$ cat src/rtl/mario_sprite_pkg.sv
// Shared constants and animation frame encoding for the big-Mario sprite,
// used by the sequencer, the frame ROMs and the colour mapper.
package mario_sprite_pkg;

  localparam int          SPRITE_W    = 21;
  localparam int          SPRITE_H    = 41;
  localparam logic [11:0] TRANSPARENT = 12'h808;

  typedef enum logic [2:0] {
    STAND = 3'd0,
    WALK1 = 3'd1,
    WALK2 = 3'd2,
    WALK3 = 3'd3,
    JUMP  = 3'd4
  } anim_frame_t;

endpackage

$ cat src/rtl/mario_anim_fsm.sv
// Animation state machine: frame tick detect, facing and walk-cycle stepping.
// Everything here changes only on a frame tick, so the sprite is stable within a frame.
module mario_anim_fsm
  import mario_sprite_pkg::*;
#(
  parameter int FRAMES_PER_STEP = 6
) (
  input  logic        clk,
  input  logic        reset,
  input  logic        frame_clk,
  input  logic        move_left,
  input  logic        move_right,
  input  logic        in_air,
  output anim_frame_t state,
  output logic        flip_h
);

  localparam int CNT_W = (FRAMES_PER_STEP > 1) ? $clog2(FRAMES_PER_STEP) : 1;
  localparam logic [CNT_W-1:0] CNT_LAST = CNT_W'(FRAMES_PER_STEP - 1);

  logic             frame_clk_q;
  logic             tick;
  logic             walking;
  anim_frame_t      state_d;
  logic [CNT_W-1:0] cnt_q, cnt_d;
  logic             flip_d;

  assign tick    = frame_clk & ~frame_clk_q;
  assign walking = move_left ^ move_right;

  always_ff @(posedge clk) begin
    if (reset) begin
      frame_clk_q <= 1'b0;
      state       <= STAND;
      cnt_q       <= '0;
      flip_h      <= 1'b0;
    end else begin
      frame_clk_q <= frame_clk;
      state       <= state_d;
      cnt_q       <= cnt_d;
      flip_h      <= flip_d;
    end
  end

  always_comb begin
    state_d = state;
    cnt_d   = cnt_q;
    flip_d  = flip_h;
    if (tick) begin
      if (move_right && !move_left) flip_d = 1'b0;
      if (move_left && !move_right) flip_d = 1'b1;

      // Airborne beats walking; both directions held counts as standing.
      if (in_air) begin
        state_d = JUMP;
        cnt_d   = '0;
      end else if (!walking) begin
        state_d = STAND;
        cnt_d   = '0;
      end else begin
        case (state)
          STAND, JUMP: begin
            state_d = WALK1;
            cnt_d   = '0;
          end
          default: begin
            if (cnt_q == CNT_LAST) begin
              cnt_d = '0;
              case (state)
                WALK1:   state_d = WALK2;
                WALK2:   state_d = WALK3;
                default: state_d = WALK1;
              endcase
            end else begin
              cnt_d = cnt_q + 1'b1;
            end
          end
        endcase
      end
    end
  end

endmodule

$ cat src/rtl/mario_sprite_sequencer.sv
// Big-Mario sprite controller: picks the frame ROM and facing, generates the
// ROM address from the scan position and flags opaque sprite pixels.
module mario_sprite_sequencer
  import mario_sprite_pkg::*;
#(
  parameter int FRAMES_PER_STEP = 6
) (
  input  logic        Clk,
  input  logic        Reset,
  input  logic        frame_clk,
  input  logic        move_left,
  input  logic        move_right,
  input  logic        in_air,
  input  logic [9:0]  mario_x,
  input  logic [9:0]  mario_y,
  input  logic [9:0]  DrawX,
  input  logic [9:0]  DrawY,
  input  logic [11:0] rom_color,
  output logic [9:0]  read_address,
  output logic [2:0]  frame_sel,
  output logic        flip_h,
  output logic        sprite_on
);

  anim_frame_t anim_state;
  logic        in_sprite_q;

  mario_anim_fsm #(
    .FRAMES_PER_STEP(FRAMES_PER_STEP)
  ) u_anim_fsm (
    .clk       (Clk),
    .reset     (Reset),
    .frame_clk (frame_clk),
    .move_left (move_left),
    .move_right(move_right),
    .in_air    (in_air),
    .state     (anim_state),
    .flip_h    (flip_h)
  );

  assign frame_sel = anim_state;

  // 11-bit arithmetic so a sprite near the right/bottom edge clips instead of wrapping.
  logic [10:0] dx, dy, mx, my, col, row, col_m;
  logic        in_box;
  logic [9:0]  addr_d;

  assign dx = {1'b0, DrawX};
  assign dy = {1'b0, DrawY};
  assign mx = {1'b0, mario_x};
  assign my = {1'b0, mario_y};

  assign in_box = (dx >= mx) && (dx < mx + 11'(SPRITE_W)) &&
                  (dy >= my) && (dy < my + 11'(SPRITE_H));

  assign col    = dx - mx;
  assign row    = dy - my;
  assign col_m  = flip_h ? (11'(SPRITE_W - 1) - col) : col;
  assign addr_d = 10'(row * 11'(SPRITE_W) + col_m);

  always_ff @(posedge Clk) begin
    if (Reset) begin
      read_address <= '0;
      in_sprite_q  <= 1'b0;
    end else begin
      read_address <= in_box ? addr_d : '0;
      in_sprite_q  <= in_box;
    end
  end

  // ROM is asynchronous-read, so rom_color already belongs to read_address.
  assign sprite_on = in_sprite_q && (rom_color != TRANSPARENT);

endmodule

$ cat config.mk
export PLATFORM = sky130hd
export DESIGN_NAME = mario_sprite_sequencer
export DESIGN_NICKNAME = d
export VERILOG_FILES = /design/src/rtl/mario_sprite_pkg.sv /design/src/rtl/mario_anim_fsm.sv /design/src/rtl/mario_sprite_sequencer.sv
export SDC_FILE = /design/constraint.sdc
export NUM_CORES = 1
export LEC_CHECK = 0
export BUFFER_PORTS_ARGS = -buffer_cell sky130_fd_sc_hd__buf_2
export CAP_MARGIN = 5
export CORE_UTILIZATION = 25
export CTS_CLUSTER_DIAMETER = 80
export DETAILED_ROUTE_END_ITERATION = 6
export GPL_TIMING_DRIVEN = 0
export SKIP_CTS_REPAIR_TIMING = 1
export SLEW_MARGIN = 20
export SYNTH_ARGS = -nofsm -noshare
export SYNTH_HDL_FRONTEND = slang
export SYNTH_SLANG_ARGS = --single-unit
$ cat constraint.sdc
create_clock -name Clk -period 6.85 [get_ports Clk]
set_input_delay 0 -clock Clk [delete_from_list [all_inputs] [get_ports Clk]]
set_output_delay 0 -clock Clk [all_outputs]
set_load 0.005 [all_outputs]
==> reports/results.txt <==
Placement Cell Area: 0.00390 sq mm
Post-synth EDFFs: 0
Num Clock Sinks: 19
Data arrival, critical path: 5450 ps
flop and latch count out of synthesis: 19
TritonCTS clock tree: yes
Post-synth ARST share: 0
top cells by count, synth: ha_1, inv_1, nor2_1
clock latency on the worst-skew pair: 260 ps
final setup TNS: 0 ps
vias in the first global route: 2,937
sequential area share after synthesis: 0.114
die width: 117 um
Area growth, synth to finish: 19.9%
initial antenna violation count: 0
Slew Limit Fails: 0
leakage power: 1.98 nW
WL/cell: 11.5 um
ant diodes: 0
headroom to the max-slew limit: 0.630
I/O pins: 73
Worst Path Required: 6990 ps
Final ANT Viol Nets: 0
RSZ-0062 raised after global routing: false
Ys Warns: 0
fin nets: 635
Die H: 117 um
FP Rows: 41
largest cells by area after synthesis: ha_1, dfxtp_1, xnor2_1, fa_1, inv_1
cell area after synthesis: 0.00333 sq mm
gp weighted congestion: 0.799
area share of the largest cell type after synthesis: 0.263
CP Capture Type: register
Net Count, Synth: 558
DIE AREA: 0.0138 sq mm
CTS H-Tree Depth: 1
status: completed
final instance area: 0.00399 sq mm
IO buf count: 71
Pre-Repair DR Iteration Count: 4
routed vias/inst: 4.54
startpoint type of the worst setup path: primary input
Post-DP HPWL: 6.73 mm
Slew @ Worst Pin: 548 ps
initial drt markers: 92
Initial Utilization: 0.260
Main synth FF type: dfxtp_1
Root Driver: clkbuf_16
detailed-route DRC error count: 0
fill count: 1,372
Cell Pwr Density: 273 mW/mm^2
Layout Skew: 3.55 ps
top-count cell post-synth: ha_1
drt total wl: 7.64 mm
pin count of the biggest net entering global routing: 12
Max Clk Rate: 0.188 GHz
max_cap viols: 0
Clk pin slew, worst setup/hold paths: 60 ps
Worst VDD drop: 0.108 mV
Post-Syn Area per Cell: 7.98 sq um
kind of critical path: in -> reg
Core Box Area: 0.0128 sq mm
vias: 3,019
Unique masters post-synth: 52
critical path fanouts, max: 5
Clock Path Buffers: 2
Overall Global Routing Usage: 0.110
worst hold path type: in -> reg
cts bufs inserted: 3
count of final hold-check violations: 0
fin crit share: 0.776
Synth area leader: ha_1
share of layout cells above drive strength 1: 0.164
first-pass GRT wire length: 12.9 mm
Remaining Overflow, GRT: 0
Cells after Synth: 417
Final setup viols: 0
Final min period: 5320 ps
[sequential cells by signal (all words and copies together), names as in the netlist]
| register | flops |
|---|---|
| read_address | 10 |
| in_sprite_q | 1 |
| u_anim_fsm.cnt_q | 3 |
| u_anim_fsm.frame_clk_q | 1 |
| u_anim_fsm.state | 3 |
| u_anim_fsm.flip_h | 1 |
[logic make-up after synthesis]
logic type,share of synthesized area
AOI/OAI and AO/OA,0.188
xor gates and xnor gates,0.111
adders and majority gates,0.341
buffers and inverters,0.0756
DFF,0.114
muxes,0.00301
and+or+nand+nor,0.167
[report_power, final]
group,switching (mW),internal [mW]
Combinational,0.448,0.396
Clock,0.0471,0.0785
Sequential,0.00188,0.116
Total,0.497,0.591
[path summary, 6_finish.rpt]
kind | slack (ps) | endpoint | cells after the start | startpoint
min reg2reg | 480 | u_anim_fsm.state[2]$_SDFFE_PP0P_ | 2 | u_anim_fsm.state[2]$_SDFFE_PP0P_
min | 9 | u_anim_fsm.state[2]$_SDFFE_PP0P_ | 3 | in_air
max reg2reg | 2400 | read_address[9]$_SDFF_PP0_ | 18 | u_anim_fsm.flip_h$_SDFFE_PP0P_
max | 1530 | read_address[9]$_SDFF_PP0_ | 24 | mario_x[0]
[cells in the final DEF (no fill, tap or decap), drive strengths merged, types with 3 or more instances in the layout]
| cell | synthesis | layout |
|---|---|---|
| a21oi | 27 | 27 |
| nand2b | 5 | 5 |
| nand4 | 4 | 4 |
| and2 | 5 | 5 |
| o211ai | 3 | 3 |
| fa | 13 | 13 |
| nor2b | 7 | 7 |
| o21ai | 22 | 22 |
| nor4 | 3 | 3 |
| nor2 | 35 | 35 |
| o21a | 12 | 12 |
| xor2 | 10 | 10 |
| clkbuf | 2 | 5 |
| nor3 | 11 | 11 |
| buf | 0 | 71 |
| inv | 65 | 65 |
| dfxtp | 19 | 19 |
| or2 | 4 | 4 |
| ha | 70 | 70 |
| nand2 | 20 | 20 |
| a31oi | 3 | 3 |
| a21o | 7 | 7 |
| a211oi | 4 | 4 |
| xnor2 | 32 | 32 |
[stage by stage]
step	total power, mW	hold slack, ps	util	std cells	worst slack (ps)
floorplan	0.802	128	-	417	2170
global placement	0.944	234	0.305	660	1380
detailed placement	0.967	264	0.305	660	1210
CTS	1.10	-12.8	0.311	664	1490
global route	1.23	33.0	0.312	665	1080
finish	1.09	8.94	0.312	665	1530
[metal layers]
metal | wire length, um | share of wire | vias to the layer above | track usage
met5 | 0 | 0 | - | 0
met4 | 33 | 0.0043 | 0 | 0.0146
met3 | 248 | 0.032 | 4 | 0.0156
met2 | 3560 | 0.47 | 61 | 0.196
met1 | 3800 | 0.50 | 1364 | 0.141
li1 | - | - | 1590 | -
[final cells by class]
class | count | area, sq um | area share
clock buffer | 3 | 75.1 | 0.0188
buffer | 2 | 7.51 | 0.00188
tap | 172 | 215 | 0.0540
clock inverter | 1 | 5.00 | 0.00126
sequential | 19 | 380 | 0.0954
inverter | 65 | 244 | 0.0612
timing repair buffer | 72 | 365 | 0.0916
multi-input combinational | 331 | 2700 | 0.676
[critical path, cell delays in order]
cell,delay (ps)
buf_2,120
ha_1,230
fa_1,410
nand2b_1,170
a21oi_1,390
xor2_1,290
o21ai_0,160
nand2b_1,120
nand2_1,70
xnor2_1,220
ha_1,290
fa_1,490
inv_1,50
fa_1,520
inv_1,40
ha_1,340
nand2_1,90
o21ai_1,70
o41ai_1,480
a21oi_1,120
a211oi_1,320
nor3_1,110
nor3_1,270
nor3b_2,80
Power figures use the tool's default switching activity.
